--- src/rtl/pes_fpmul_arbiter.sv ---
// pes_fpmul_arbiter
// Round-robin arbiter that lets NREQ requesters share one floating-point
// multiplier. A grant is taken in IDLE. Operands are latched and issued to
// the multiplier with a one-cycle start pulse. The block then waits, with a
// timeout, for the result and returns it on a one-hot response strobe.
// Operands equal to 11'h000 skip the multiplier and respond with zero at once.
//
// Handshake: a transfer happens in a cycle where req_valid[i] and
// req_ready[i] are both high. req_ready is combinational, is one-hot, and is
// only offered in IDLE while rst is low. A requester holds req_valid and its
// operands until it is accepted, and it may withdraw at any time before then.
module pes_fpmul_arbiter #(
    parameter int NREQ    = 4,
    parameter int TIMEOUT = 15
) (
    input  logic                 clk,
    input  logic                 rst,
    input  logic [NREQ-1:0]      req_valid,
    input  logic [11*NREQ-1:0]   req_a,
    input  logic [11*NREQ-1:0]   req_b,
    output logic [NREQ-1:0]      req_ready,
    output logic [10:0]          mul_a,
    output logic [10:0]          mul_b,
    output logic                 mul_in_ready,
    input  logic [10:0]          mul_product,
    input  logic                 mul_done,
    output logic [NREQ-1:0]      rsp_valid,
    output logic [10:0]          rsp_product,
    output logic                 rsp_error,
    output logic                 busy
);

    localparam int IW = (NREQ > 1) ? $clog2(NREQ) : 1;
    localparam logic [IW:0]   NREQ_W   = (IW+1)'(NREQ);
    localparam logic [IW-1:0] LAST_IDX = IW'(NREQ - 1);
    localparam logic [7:0]    LAST_CNT = 8'(TIMEOUT - 1);

    typedef enum logic [1:0] {
        IDLE  = 2'd0,
        ISSUE = 2'd1,
        WAIT  = 2'd2,
        RESP  = 2'd3
    } state_e;

    state_e          state_q, state_d;
    logic [IW-1:0]   rr_ptr_q, rr_ptr_d;
    logic [IW-1:0]   g_q, g_d;
    logic [10:0]     a_q, a_d;
    logic [10:0]     b_q, b_d;
    logic [7:0]      wcnt_q, wcnt_d;
    logic [10:0]     prod_q, prod_d;
    logic            err_q, err_d;

    logic            grant_found;
    logic [IW-1:0]   grant_idx;
    logic [IW:0]     cand;
    logic [10:0]     a_sel;
    logic [10:0]     b_sel;

    // Round-robin search: first valid requester at or after rr_ptr, wrapping.
    always_comb begin
        grant_found = 1'b0;
        grant_idx   = '0;
        cand        = '0;
        for (int k = 0; k < NREQ; k++) begin
            cand = {1'b0, rr_ptr_q} + (IW+1)'(k);
            if (cand >= NREQ_W) begin
                cand = cand - NREQ_W;
            end
            if (!grant_found && req_valid[cand[IW-1:0]]) begin
                grant_found = 1'b1;
                grant_idx   = cand[IW-1:0];
            end
        end
    end

    assign a_sel = req_a[11*grant_idx +: 11];
    assign b_sel = req_b[11*grant_idx +: 11];

    // Next-state and output decode; every output and _d defaults first.
    always_comb begin
        state_d      = state_q;
        rr_ptr_d     = rr_ptr_q;
        g_d          = g_q;
        a_d          = a_q;
        b_d          = b_q;
        wcnt_d       = wcnt_q;
        prod_d       = prod_q;
        err_d        = err_q;
        req_ready    = '0;
        mul_a        = '0;
        mul_b        = '0;
        mul_in_ready = 1'b0;
        rsp_valid    = '0;

        case (state_q)
            IDLE: begin
                if (grant_found && !rst) begin
                    // The offered grant is always to a valid requester, so
                    // offering it is the same as taking the transfer.
                    req_ready = NREQ'(1) << grant_idx;
                    g_d       = grant_idx;
                    a_d       = a_sel;
                    b_d       = b_sel;
                    rr_ptr_d  = (grant_idx == LAST_IDX) ? '0 : grant_idx + IW'(1);
                    if (a_sel == 11'h000 || b_sel == 11'h000) begin
                        // Zero bypass: answer zero without using the multiplier.
                        prod_d  = 11'h000;
                        err_d   = 1'b0;
                        state_d = RESP;
                    end else begin
                        state_d = ISSUE;
                    end
                end
            end
            ISSUE: begin
                mul_in_ready = 1'b1;
                mul_a        = a_q;
                mul_b        = b_q;
                wcnt_d       = '0;
                state_d      = WAIT;
            end
            WAIT: begin
                mul_a = a_q;
                mul_b = b_q;
                // A result arriving in the final counted cycle beats the timeout.
                if (mul_done) begin
                    prod_d  = mul_product;
                    err_d   = 1'b0;
                    state_d = RESP;
                end else if (wcnt_q == LAST_CNT) begin
                    prod_d  = 11'h000;
                    err_d   = 1'b1;
                    state_d = RESP;
                end else begin
                    wcnt_d = wcnt_q + 8'd1;
                end
            end
            RESP: begin
                rsp_valid = NREQ'(1) << g_q;
                state_d   = IDLE;
            end
            default: begin
                state_d = IDLE;
            end
        endcase
    end

    // State and datapath registers with synchronous reset.
    always_ff @(posedge clk) begin
        if (rst) begin
            state_q  <= IDLE;
            rr_ptr_q <= '0;
            g_q      <= '0;
            a_q      <= '0;
            b_q      <= '0;
            wcnt_q   <= '0;
            prod_q   <= '0;
            err_q    <= 1'b0;
        end else begin
            state_q  <= state_d;
            rr_ptr_q <= rr_ptr_d;
            g_q      <= g_d;
            a_q      <= a_d;
            b_q      <= b_d;
            wcnt_q   <= wcnt_d;
            prod_q   <= prod_d;
            err_q    <= err_d;
        end
    end

    assign rsp_product = prod_q;
    assign rsp_error   = err_q;
    assign busy        = (state_q != IDLE);

endmodule

--- config.mk ---
export PLATFORM = sky130hd
export DESIGN_NAME = pes_fpmul_arbiter
export DESIGN_NICKNAME = d
export VERILOG_FILES = /design/src/rtl/pes_fpmul_arbiter.sv
export SDC_FILE = /design/constraint.sdc
export NUM_CORES = 1
export LEC_CHECK = 0
export ABC_AREA = 1
export BUFFER_PORTS_ARGS = -buffer_cell sky130_fd_sc_hd__clkbuf_2
export CAP_MARGIN = 10
export CORE_UTILIZATION = 48
export CTS_BUF_LIST = sky130_fd_sc_hd__clkbuf_8 sky130_fd_sc_hd__clkbuf_16
export DETAILED_ROUTE_END_ITERATION = 7
export PLACE_DENSITY = 0.81
export SYNTH_ARGS = -nofsm -noshare
export SYNTH_HDL_FRONTEND = slang
export SYNTH_SLANG_ARGS = --single-unit
--- constraint.sdc ---
create_clock -name clk -period 3.1 [get_ports clk]
set_input_delay 0.31 -clock clk [delete_from_list [all_inputs] [get_ports clk]]
set_output_delay 0.31 -clock clk [all_outputs]
set_load 0.005 [all_outputs]
* Word level (Yosys, flattened, before mapping)
Cells that the tools add are included.
** Word-level totals
- Register bits after elaboration :: 48
- Bits of input ports :: 106
- Output and inout port bits :: 44
- Logic and storage cells :: 105
** Operators by class
- Add/subtract/negate cells :: 9
- Multiply operators :: 1
- Magnitude comparators :: 8
- Equality and inequality tests :: 10
- Shift operators :: 4
- Muxes and demuxes :: 45
- Reduce and logical (&&, ||, !) cells :: 20
** Operators with widths (count)
- $shiftx 44x7->11 :: 2
- $mux 11 :: 6
- $mux 2 :: 13
- $logic_not 11->1 :: 2
- $pmux 11 s2 :: 1
- $mux 8 :: 2
- $pmux 8 s2 :: 1
- $mux 1 :: 13
- $lt 2x3->1 const B :: 4
- $mux 4 :: 3
- $ge 3x3->1 const B :: 3
- $add 8x1->8 const B :: 1
- $bmux 1 s2 :: 4
- $eq 8x4->1 const B :: 1
- $ne 2x2->1 const B :: 4
- $pmux 2 s4 :: 1
- $shl 1x2->4 const A :: 2
- $sub 2x1->2 const B :: 4
- $add 2x2->3 const B :: 2
- $eq 2x2->1 const B :: 3
- $mul 4x2->6 const A :: 1
- $reduce_bool 2->1 :: 3
- $logic_and 1x1->1 :: 4
- $logic_not 1->1 :: 4
- 12 further kinds :: 13

* Depth between registers and ports, before layout
Gate-level depths: netlist (run 1).
- Depth after elaboration :: 21
- Mapped depth :: 23
- Mapped depth without buffers :: 21

* Worst setup path before layout (run 1)
No wires, ideal clock.
- Kind :: reg-to-reg
- Start :: reg rr_ptr_q[0]
- End :: reg err_q, in the netlist rsp_error
- Setup time :: 113 ps
- Data arrival time :: 2154 ps
- Data required time :: 2987 ps
- Path slack :: 833 ps
- Cell stages (with the launch flop) :: 20
- Path buffers :: 3
- Period minus slack after synthesis :: 2267 ps
- Path through :: dfxtp_1 > buf_4 > nand2_1 > nand3_1 > nand2_1 > clkinv_1 > nand3_2 > clkbuf_1 > nand4_1 > nand3_1 > nand2_1 > nand2_1 > nor2_1 > nand3_1 > nand3_2 > buf_6 > nand2_2 > nand2_1 > nand2_1 > nor2_1
** On the way
- Longest elaborated chain between the ends :: 20
- Elaborated cells on any way between the ends :: 47
- Classes of those cells :: add/sub (7); mul (1); order compare (4); eq/ne (2); shift (2); mux (20); reduce/logical (11)
** RTL lines
- from (decl) :: line 46 : logic [IW-1:0] rr_ptr_q, rr_ptr_d;
- from (signal assigned) :: line 162 : rr_ptr_q <= rr_ptr_d;
- branches (longest 19 deep; another with $add 2x1->3)
- $reduce_and 4->1 (no source line) *
- to (signal assigned) :: line 168 : err_q <= err_d;
- to (decl) :: line 52 : logic err_q, err_d;
Mark *: on every way between the ends. The select of a mux whose other input is x is not followed.
A chain may end at the register's enable or synchronous reset.

* Worst setup path after layout (run 1)
- Start :: reg rr_ptr_q[0]
- End :: reg prod_q[3], in the netlist rsp_product[3]
** On the way
- Longest elaborated chain between the ends :: 20
- Elaborated cells on any way between the ends :: 47
- Classes of those cells :: add/sub (7); mul (1); order compare (4); eq/ne (2); shift (2); mux (20); reduce/logical (11)
** RTL lines
- branches (longest 19 deep; another with $add 2x1->3)
- $reduce_and 4->1 (no source line) *
- to (signal assigned) :: line 167 : prod_q <= prod_d;
- to (decl) :: line 51 : logic [10:0] prod_q, prod_d;
Marks and branches as above.

==> results.json, run 1 <==
{
  "ys.warnings.count": 0,
  "overflow": 0,
  "start_util": 0.500,
  "die_height_um": 86.3,
  "timing.critical_path.to_type": "flip-flop",
  "grt_pass1_wl_um": 14800,
  "r2r-end": "rsp_product[3]",
  "grt.met2_usage": 0.436,
  "synth_compound_area_frac": 0.0784,
  "drt-pass1-iter-count": 5,
  "route.vias.total": 4043,
  "finish.cell_count_without_fillers": 803,
  "critical_path.startpoint_type": "flip-flop",
  "cts-resized-gates": 0,
  "syn_area_um2": 3410,
  "avgRoutedWirePerCell_um": 11.4,
  "synth_simple_gate_area_frac": 0.482,
  "synth-adder-area-share": 0.0367,
  "place_inst": 795,
  "critical_path.n_buffers_inverters": 2,
  "leakagePower_nw": 2.43,
  "residual_drc": 0,
  "critPathMaxStageDelay_ns": 0.37,
  "cts-buffers-inserted": 5,
  "run_status": "complete, no violations",
  "hold_class": "primary input to flip-flop",
  "n_fill_cell": 693,
  "postSynthCellCount": 571,
  "detailedPlacementHpwl_um": 7190,
  "yosysUniqueCellTypes": 31,
  "finalMaxSlewViolations": 0,
  "power-per-cell-area_nw_per_um2": 1160,
  "whs_endpoint": "state_q[1]",
  "synth-xor-area-share": 0.00257,
  "share_of_synthesized_area_spent_on_multiplexers": 0,
  "critical_path_required_ns": 3.35,
  "rows": 30,
  "worst-path-max-fanout": 24,
  "crit_path_start": "rr_ptr_q[0]",
  "cts_tree": "done",
  "max_slew.worst_pin.slew_ns": 0.765,
  "antenna_found_initial": 0,
  "critPathArrivalTime_ns": 3.09,
  "report.final.setup_viol": 0,
  "timing.clock.skew_ns": 0.00523,
  "avgSynthCellArea_um2": 5.98,
  "synthArstFlopShare": 0,
  "worstHoldStart": "rst",
  "timing_hold_violations_final": 0,
  "global_route.usage.met3": 0.0343,
  "max_clock_freq_mhz": 352,
  "clk_root_buffer_cell": "sky130_fd_sc_hd__clkbuf_8",
  "worst-setup-path-type": "flip-flop to flip-flop",
  "ff2ff_setup_slack_ns": 0.26,
  "insertion_delay_ns": 0.30,
  "cts.sink_count": 48,
  "dr.first_iter.drc_count": 193,
  "synth_sequential_area_ratio": 0.282,
  "detail_route.wirelength_um": 9160,
  "post_drt_via_cell_ratio": 5.03,
  "grt_pass1_vias": 3458,
  "place.gp.congestion": 0.910,
  "io_pins": 150,
  "post_cts_hold_buffer_count": 0,
  "globalRoute.busiestLayer": "met2",
  "crit_path_cell_trace": "buf_4, nand2_1, nand3_1, nand2_1, nor2_4, nand2_1, nand2_1, nor2_1, nor2_4, buf_6, nand3_1, nand2_1, nand2_1, nor2_1, nand3_1, nand3_4, nand2_2, nand2_1, nand2_1, nor2_1",
  "die_x_um": 86.3,
  "input_output_buffers": 149,
  "ff2ff_path_depth": 20,
  "worst_r2r_startpoint": "rr_ptr_q[0]",
  "area_growth_from_synthesis_to_final_layout_pct": 26.6,
  "postSynthNetCount": 687,
  "fp.dieArea_um2": 7450,
  "unrepaired_setup_endpoints_after_global_routing": "false",
  "crit_cells": 20,
  "max_cap_viol_count": 0,
  "synth_seq_cells": 48,
  "cp_top_family": "simple AND/OR/NAND/NOR gates",
  "final.period_utilization": 0.917,
  "critPathSlowestCell": "sky130_fd_sc_hd__dfxtp_1",
  "dominantRegCellSynth": "sky130_fd_sc_hd__dfxtp_1",
  "vdd_drop_max_mv": 0.691,
  "path_clk_slew_ns": 0.09,
  "final_layout_size_suffix_gt1_frac": 0.259,
  "postCtsSetupBuffers": 0,
  "grt_util_met1": 0.305,
  "final.setup.tns_ns": 0,
  "maxSlewHeadroom": 0.490,
  "period_needed_ns": 2.84,
  "worst_path_most_repeated_cell": "sky130_fd_sc_hd__nand2_1",
  "num_antenna_cells": 0,
  "grt_max_degree": 39,
  "synth_top_family_by_area": "simple AND/OR/NAND/NOR gates",
  "postRouteAntennaNets": 0,
  "htree_num_levels": 2,
  "synth-edff-count": 0,
  "cts_max_path_buffers": 2,
  "holdPathStages": 2,
  "layout.nets": 822,
  "core_region_area_um2": 6830,
  "grt_use_total": 0.244
}
cell type report:
type | instances | area (um2) | share of cell area
Timing Repair Buffer | 160 | 845 | 0.195
Multi-Input combinational cell | 431 | 2060 | 0.476
Clock buffer | 5 | 68.8 | 0.0159
Sequential cell | 48 | 961 | 0.222
Tap cell | 96 | 120 | 0.0278
Inverter | 60 | 228 | 0.0527
Clock inverter | 3 | 42.5 | 0.00984
synth_stat cells (all sizes together) (2+ instances only):
master,number,area (um2)
a21oi,18,90.1
a31oi,2,12.5
and3,2,12.5
buf,21,138
clkbuf,11,41.3
clkinv,4,15.0
dfxtp,48,961
ha,10,125
inv,56,213
nand2,203,772
nand3,85,465
nand4,25,156
nor2,42,173
nor3,6,30.0
nor3b,3,22.5
o21ai,30,150
logic make-up (layout without fill, tap and decap cells):
| group | count (synthesis) | after routing |
|---|---|---|
| simple gates | 368 | 368 |
| xor+xnor | 1 | 1 |
| fa+ha+maj | 10 | 10 |
| compound gates | 52 | 52 |
| flops | 48 | 48 |
| buf+inv | 92 | 228 |
placed cells by master, fill, tap and decap left out, drive strengths merged:
| master | count |
|---|---|
| nand2 | 203 |
| buf | 11 |
| inv | 56 |
| nor4 | 1 |
| a31oi | 2 |
| nor2 | 42 |
| and3 | 2 |
| bufinv | 1 |
| dfxtp | 48 |
| nand3 | 85 |
| clkbuf | 154 |
| or2 | 1 |
| nor3b | 3 |
| o211ai | 1 |
| nand4 | 25 |
| ha | 10 |
| clkinv | 5 |
| a211oi | 1 |
| a21oi | 18 |
| nor3 | 6 |
| clkinvlp | 1 |
| xor2 | 1 |
| o21ai | 30 |
worst max path at each step:
stage | to | slack, ns
after floorplan | rsp_error | 0.83
after CTS | rsp_product[3] | 0.15
after detailed placement | rsp_product[3] | 0.18
final | rsp_product[3] | 0.26
after global routing | rsp_error | 0.02
after global placement | rsp_product[3] | 0.23
registers in the layout, summed over array words and instances, names as in the netlist:
register,count
rr_ptr_q,2
state_q,2
b_q,11
wcnt_q,8
rsp_error,1
rsp_product,11
g_q,2
a_q,11
through the flow:
stage / hold slack, ns / cell area, um2 / power, mW / setup WS, ns / utilization
after floorplan: 0.379 / 3410 / 3.68 / 0.833 / -
after global placement: 0.462 / 4200 / 4.45 / 0.226 / 0.614
after detailed placement: 0.471 / 4200 / 4.52 / 0.180 / 0.614
after CTS: 0.256 / 4310 / 4.98 / 0.147 / 0.630
after global routing: 0.257 / 4320 / 5.54 / 0.0239 / 0.633
final: 0.264 / 4320 / 5.01 / 0.258 / 0.633
routing by layer:
metal | vias up | wire (um)
met2 | 176 | 4340
met3 | 13 | 637
met1 | 1747 | 4030
li1 | 2107 | -
met5 | - | 0
met4 | 0 | 149
power breakdown:
| part | total (mW) | switching (mW) | internal (mW) |
|---|---|---|---|
| clock network | 0.456 | 0.217 | 0.239 |
| logic | 3.57 | 2.34 | 1.23 |
| registers | 0.982 | 0.129 | 0.853 |
worst reg2reg max path, stage by stage, from the launching register on:
cell and delay (ns):
sky130_fd_sc_hd__dfxtp_1 0.37, sky130_fd_sc_hd__buf_4 0.18, sky130_fd_sc_hd__nand2_1 0.08, sky130_fd_sc_hd__nand3_1 0.11, sky130_fd_sc_hd__nand2_1 0.12, sky130_fd_sc_hd__nor2_4 0.18
sky130_fd_sc_hd__nand2_1 0.09, sky130_fd_sc_hd__nand2_1 0.07, sky130_fd_sc_hd__nor2_1 0.07, sky130_fd_sc_hd__nor2_4 0.08, sky130_fd_sc_hd__buf_6 0.22, sky130_fd_sc_hd__nand3_1 0.11
sky130_fd_sc_hd__nand2_1 0.12, sky130_fd_sc_hd__nand2_1 0.06, sky130_fd_sc_hd__nor2_1 0.20, sky130_fd_sc_hd__nand3_1 0.19, sky130_fd_sc_hd__nand3_4 0.22, sky130_fd_sc_hd__nand2_2 0.13
sky130_fd_sc_hd__nand2_1 0.08, sky130_fd_sc_hd__nand2_1 0.05, sky130_fd_sc_hd__nor2_1 0.09
Note: power is estimated with default switching activity, not from simulation.
==> run 2, diff against run 1 <==
Settings changed: CTS_CLUSTER_SIZE set to 10, RECOVER_POWER set to 50.
==> run 2 against run 1 <==
Sequential power barely moved. Count of clock-buffer cells in the layout did not move. Total power fell by 0.55%. Via count fell by 0.77%. Non-clock buffer count did not move. Largest cell class unchanged. Highest routed layer unchanged.
==> results.json, run 2 (same netlist as run 1, synthesis figures left out) <==
{
  "run_status": "complete, no violations",
  "fp.dieArea_um2": 7450,
  "io_pins": 150,
  "start_util": 0.500,
  "setup.worst_path.end": "rsp_product[3]",
  "power-per-cell-area_nw_per_um2": 1160,
  "cts_tree": "done",
  "htree_num_levels": 2,
  "timing.clock.skew_ns": 0.00657,
  "worst-path-max-fanout": 20,
  "area_growth_from_synthesis_to_final_layout_pct": 26.2,
  "postRouteAntennaNets": 0,
  "max_cap_viol_count": 0,
  "max_clock_freq_mhz": 353,
  "critPathArrivalTime_ns": 3.08,
  "die_height_um": 86.3,
  "cts.sink_count": 48,
  "worst-setup-path-type": "flip-flop to flip-flop",
  "timing_hold_violations_final": 0,
  "cts-buffers-inserted": 5,
  "rows": 30,
  "detail_route.wirelength_um": 9140,
  "final.period_utilization": 0.913,
  "layout.nets": 822,
  "residual_drc": 0,
  "max_slew.worst_pin.slew_ns": 0.792,
  "critical_path_required_ns": 3.35,
  "grt_pass1_wl_um": 14800,
  "post_drt_via_cell_ratio": 5.00,
  "drt-pass1-iter-count": 4,
  "maxSlewHeadroom": 0.472,
  "grt_use_total": 0.244,
  "ff2ff_path_depth": 20,
  "finalMaxSlewViolations": 0,
  "place.gp.congestion": 0.910,
  "cts_max_path_buffers": 2,
  "path_clk_slew_ns": 0.09,
  "detailedPlacementHpwl_um": 7190,
  "ff2ff_setup_slack_ns": 0.27,
  "dr.first_iter.drc_count": 182,
  "hold_class": "primary input to flip-flop",
  "overflow": 0,
  "final.setup.tns_ns": 0,
  "n_fill_cell": 697,
  "pre_cts_ws_ns": 0.180,
  "die_x_um": 86.3,
  "route.vias.total": 4012,
  "timing.critical_path.to_type": "flip-flop",
  "fin_ws_ns": 0.271,
  "input_output_buffers": 149,
  "vdd_drop_max_mv": 0.696,
  "mostFrequentLayoutCells": "199 x sky130_fd_sc_hd__nand2_1, 137 x sky130_fd_sc_hd__clkbuf_2, 80 x sky130_fd_sc_hd__nand3_1",
  "core_region_area_um2": 6830,
  "postCtsSetupBuffers": 0,
  "avgRoutedWirePerCell_um": 11.4,
  "antenna_found_initial": 0,
  "unrepaired_setup_endpoints_after_global_routing": "false",
  "critical_path.startpoint_type": "flip-flop",
  "r2r-end": "rsp_product[3]",
  "report.final.setup_viol": 0,
  "clk_root_buffer_cell": "sky130_fd_sc_hd__clkbuf_8",
  "period_needed_ns": 2.83,
  "worst_r2r_startpoint": "rr_ptr_q[0]",
  "num_antenna_cells": 0,
  "grt_max_degree": 39,
  "final_layout_size_suffix_gt1_frac": 0.242,
  "most_common_cell_after_layout_fill_and_taps_aside": "sky130_fd_sc_hd__nand2_1",
  "insertion_delay_ns": 0.30,
  "combined_area_of_the_multi_input_logic_cells_um2": 2060,
  "grt_pass1_vias": 3458,
  "crit_path_start": "rr_ptr_q[0]",
  "leakagePower_nw": 2.39,
  "sequential_cell_area_um2": 961
}
[run 2: changes by cell type in the layout (fill, tap and decap cells not counted)]
cell / before / now
sky130_fd_sc_hd__clkbuf_2: 149 / 137
sky130_fd_sc_hd__clkbuf_1: 0 / 11
sky130_fd_sc_hd__buf_1: 0 / 1
[run 2: critical path, stage by stage (launching register included)]
cell and delay, ns:
sky130_fd_sc_hd__dfxtp_1 0.37, sky130_fd_sc_hd__buf_4 0.18, sky130_fd_sc_hd__nand2_1 0.08, sky130_fd_sc_hd__nand3_1 0.10, sky130_fd_sc_hd__nand2_1 0.11, sky130_fd_sc_hd__clkinv_1 0.09, sky130_fd_sc_hd__nand2_1 0.06, sky130_fd_sc_hd__nand2_2 0.08
sky130_fd_sc_hd__nand3_4 0.18, sky130_fd_sc_hd__buf_4 0.25, sky130_fd_sc_hd__nand2_1 0.07, sky130_fd_sc_hd__nand3_1 0.07, sky130_fd_sc_hd__nand2_1 0.11, sky130_fd_sc_hd__nand2_1 0.06, sky130_fd_sc_hd__nor2_1 0.21, sky130_fd_sc_hd__nand3_1 0.18
sky130_fd_sc_hd__nand3_4 0.22, sky130_fd_sc_hd__nand2_2 0.13, sky130_fd_sc_hd__nand2_1 0.08, sky130_fd_sc_hd__nand2_1 0.05, sky130_fd_sc_hd__nor2_1 0.09
[run 2: what timing repair did]
action	in CTS	in global routing
hold buffers	0	0
resized for setup	0	3
endpoints found under the setup margin	0	12
[run 2: metrics by stage]
| stage | utilization | instance area, um2 | power, mW | instances | hold WS, ns |
|---|---|---|---|---|---|
| final | 0.631 | 4310 | 4.98 | 803 | 0.260 |
| after global routing | 0.631 | 4310 | 5.52 | 803 | 0.257 |
| after CTS | 0.630 | 4310 | 4.98 | 803 | 0.256 |
| after detailed placement | 0.614 | 4200 | 4.52 | 795 | 0.471 |
| after global placement | 0.614 | 4200 | 4.45 | 795 | 0.462 |
| after floorplan | - | 3410 | 3.68 | 571 | 0.379 |
[run 2: area by class of cell]
cell class | count | share of cell area
well taps | 96 | 0.0279
inverters | 60 | 0.0529
clock inverters | 3 | 0.00988
repair buffers | 160 | 0.193
flip-flops and latches | 48 | 0.223
clock buffers | 5 | 0.0160
multi-input cells | 431 | 0.478
[run 2: power by group]
group          switching, mW  leakage, nW  internal, mW  total [mW]
Sequential             0.129        0.395         0.853       0.982
Combinational           2.32         1.94          1.22        3.54
Clock                  0.218       0.0541         0.239       0.457
Total                   2.67         2.39          2.31        4.98
[run 2: per-layer routing]
metal  wire, um  GRT usage  part of all wire
met1       3940      0.305              0.43
met5          0          0                 0
met4        149     0.0712             0.016
met2       4380      0.436              0.48
met3        675     0.0343             0.074
[run 2: how the worst min path moves through the flow]
| stage | to | slack (ns) | from | depth (start not counted) |
|---|---|---|---|---|
| floorplan | state_q[0] | 0.38 | rst | 1 |
| global placement | rsp_product[4] | 0.46 | rsp_product[4] | 2 |
| detailed placement | b_q[6] | 0.47 | b_q[6] | 2 |
| CTS | state_q[1] | 0.26 | rst | 2 |
| global route | wcnt_q[1] | 0.26 | rst | 2 |
| finish | state_q[1] | 0.26 | rst | 2 |
==> run 3, diff against run 2 <==
Settings changed: ABC_AREA 1 to unset, CORE_UTILIZATION 48 to 46, PLACE_DENSITY 0.81 to 0.8.
Clock period 3.1 ns to 3 ns, I/O delays scaled along.
==> run 3 against run 2 <==
Routed wire length decreased by 1.6%. Register-to-register slack got worse by 0.15 ns. Clock power about the same. Design area decreased by 3.4%. Synthesized area decreased by 12%. Sequential share of layout area increased by 0.87 points. Critical path depth decreased by 8. Fmax decreased by 1.7%. Non-clock buffer count increased by 15. Setup slack got worse by 0.15 ns. Utilization increased by 2.9 points. Critical endpoint is now rsp_error. Via count decreased by 16%.
==> results.json, run 3 <==
{
  "residual_drc": 0,
  "period_needed_ns": 2.88,
  "postCtsSetupBuffers": 0,
  "critical_path.startpoint_type": "flip-flop",
  "yosysUniqueCellTypes": 41,
  "hold_class": "primary input to flip-flop",
  "clk_root_buffer_cell": "sky130_fd_sc_hd__clkbuf_8",
  "synthArstFlopShare": 0,
  "most_common_cell_after_layout_fill_and_taps_aside": "sky130_fd_sc_hd__clkbuf_2",
  "pre_cts_ws_ns": -0.163,
  "timing.critical_path.to_type": "flip-flop",
  "syn_area_um2": 2990,
  "place_inst": 608,
  "fp.dieArea_um2": 6820,
  "finish.cell_count_without_fillers": 620,
  "avgSynthCellArea_um2": 7.72,
  "cts_tree": "done",
  "rows": 29,
  "layout.nets": 658,
  "maxSlewHeadroom": 0.224,
  "synthTopCellsByArea": "sky130_fd_sc_hd__dfxtp_1 32%, sky130_fd_sc_hd__nand2_1 8.4%, sky130_fd_sc_hd__a21oi_1 6.5%",
  "grt_use_total": 0.258,
  "report.final.setup_viol": 0,
  "htree_num_levels": 2,
  "dominantRegCellSynth": "sky130_fd_sc_hd__dfxtp_1",
  "worst-setup-path-type": "flip-flop to flip-flop",
  "stdcell_area_um2": 4160,
  "postRouteAntennaNets": 0,
  "power-per-cell-area_nw_per_um2": 769,
  "postSynthCellCount": 387,
  "yosys.area.top_type": "sky130_fd_sc_hd__dfxtp_1",
  "critPathSlowestCell": "sky130_fd_sc_hd__or4_4",
  "timing_hold_violations_final": 0,
  "area_growth_from_synthesis_to_final_layout_pct": 39.3,
  "start_util": 0.473,
  "fin_ws_ns": 0.121,
  "max_clock_freq_mhz": 347,
  "dr.first_iter.drc_count": 110,
  "cts_max_path_buffers": 2,
  "hold_ws_ns": 0.225,
  "post_drt_via_cell_ratio": 5.43,
  "finalMaxSlewViolations": 0,
  "critical_path_required_ns": 3.20,
  "postSynthNetCount": 503,
  "die_height_um": 82.6,
  "final_layout_size_suffix_gt1_frac": 0.366,
  "overflow": 0,
  "synth.top_cells.by_count": "67 x sky130_fd_sc_hd__nand2_1, 48 x sky130_fd_sc_hd__dfxtp_1, 39 x sky130_fd_sc_hd__a21oi_1",
  "core_region_area_um2": 6310,
  "synth-edff-count": 0,
  "synth_sequential_area_ratio": 0.321,
  "detail_route.wirelength_um": 9000,
  "timing.clock.skew_ns": 0.00873,
  "grt_pass1_vias": 3070,
  "leakagePower_nw": 2.10,
  "post_cts_hold_buffer_count": 0,
  "num_antenna_cells": 0,
  "grt_pass1_wl_um": 13600,
  "run_status": "complete, no violations",
  "drt-pass1-iter-count": 4,
  "final_core_util": 0.659,
  "mostFrequentLayoutCells": "133 x sky130_fd_sc_hd__clkbuf_2, 66 x sky130_fd_sc_hd__nand2_1, 47 x sky130_fd_sc_hd__dfxtp_1",
  "cts-buffers-inserted": 5,
  "synth_top_cell_area_share": 0.321,
  "avgRoutedWirePerCell_um": 14.5,
  "place.gp.congestion": 0.909,
  "critPathMaxStageDelay_ns": 0.52,
  "detailedPlacementHpwl_um": 6670,
  "die_x_um": 82.6,
  "synth_most_common_cell": "sky130_fd_sc_hd__nand2_1",
  "synth_seq_cells": 48,
  "insertion_delay_ns": 0.30,
  "crit_path_cell_trace": "nor2b_4, or4_1, and2_4, buf_12, inv_6, buf_16, a21oi_1, a22oi_1, or4_4, nor3_4, o221ai_4, mux2_4",
  "ys.warnings.count": 0,
  "io_pins": 150,
  "input_output_buffers": 149,
  "critical_path.n_buffers_inverters": 3,
  "critPathArrivalTime_ns": 3.07,
  "max_slew.worst_pin.slew_ns": 1.16,
  "max_cap_viol_count": 0,
  "vdd_drop_max_mv": 0.394,
  "grt_max_degree": 32,
  "final.period_utilization": 0.960,
  "worst-path-max-fanout": 21,
  "unrepaired_setup_endpoints_after_global_routing": "false",
  "cts.sink_count": 48,
  "antenna_found_initial": 0,
  "route.vias.total": 3365,
  "n_fill_cell": 545,
  "cp_top_family": "simple AND/OR/NAND/NOR gates",
  "placement.cell_area_um2": 3900,
  "path_clk_slew_ns": 0.09
}
run 3: kinds of logic after synthesis:
family	after synthesis	synth area share
buffers and inverters	36	0.0569
multiplexers	30	0.105
AO/OA/AOI/OAI	85	0.176
AND/OR/NAND/NOR	172	0.281
adder cells (fa/ha/maj)	10	0.0419
flip-flops	48	0.321
XOR/XNOR	6	0.0176
run 3: timing repair:
| item | 4_1_cts | 5_1_grt |
|---|---|---|
| endpoints found under the setup margin | 12 | 12 |
| gates cloned | 3 | 1 |
| resized for setup | 11 | 21 |
| pin swaps | 2 | 7 |
run 3: area by class of cell:
type	instances	area, um2	area share
clock buffer	5	68.8	0.0165
sequential	48	965	0.232
timing repair buffer	175	1010	0.243
multi-input combinational	303	1940	0.467
tap	77	96.3	0.0231
inverter	9	38.8	0.00932
clock inverter	3	38.8	0.00932
run 3: path summary, 6_finish.rpt:
path / startpoint / to / slack (ns) / depth (start not counted)
max: rr_ptr_q[0] / rsp_error / 0.12 / 12
min: mul_product[1] / rsp_product[1] / 0.22 / 3
max reg2reg: rr_ptr_q[0] / rsp_error / 0.12 / 12
min reg2reg: rsp_product[1] / rsp_product[1] / 0.47 / 2
run 3: layer usage:
metal | up-vias | global-route usage | share of wire
li1 | 1645 | - | -
met1 | 1547 | 0.321 | 0.42
met2 | 150 | 0.455 | 0.50
met3 | 23 | 0.0385 | 0.060
met4 | 0 | 0.0828 | 0.021
met5 | - | 0 | 0
run 3: stage by stage:
| stage | total power, mW | TNS, ns |
|---|---|---|
| detailed placement | 2.53 | -1.73 |
| global route | 3.44 | 0 |
| global placement | 2.48 | -0.783 |
| CTS | 3.14 | 0 |
| finish | 3.20 | 0 |
| floorplan | 1.97 | 0 |
run 3: power breakdown:
part | internal [mW] | leakage [nW] | total [mW] | switching [mW]
clock | 0.244 | 0.0593 | 0.457 | 0.213
sequential | 0.797 | 0.394 | 0.894 | 0.0972
combinational | 0.874 | 1.64 | 1.85 | 0.975
total | 1.92 | 2.10 | 3.20 | 1.29
run 3: tightest hold or removal path: stages:
cell and delay, ns:
sky130_fd_sc_hd__clkbuf_2 0.08, sky130_fd_sc_hd__nand2_1 0.04, sky130_fd_sc_hd__mux2i_1 0.05
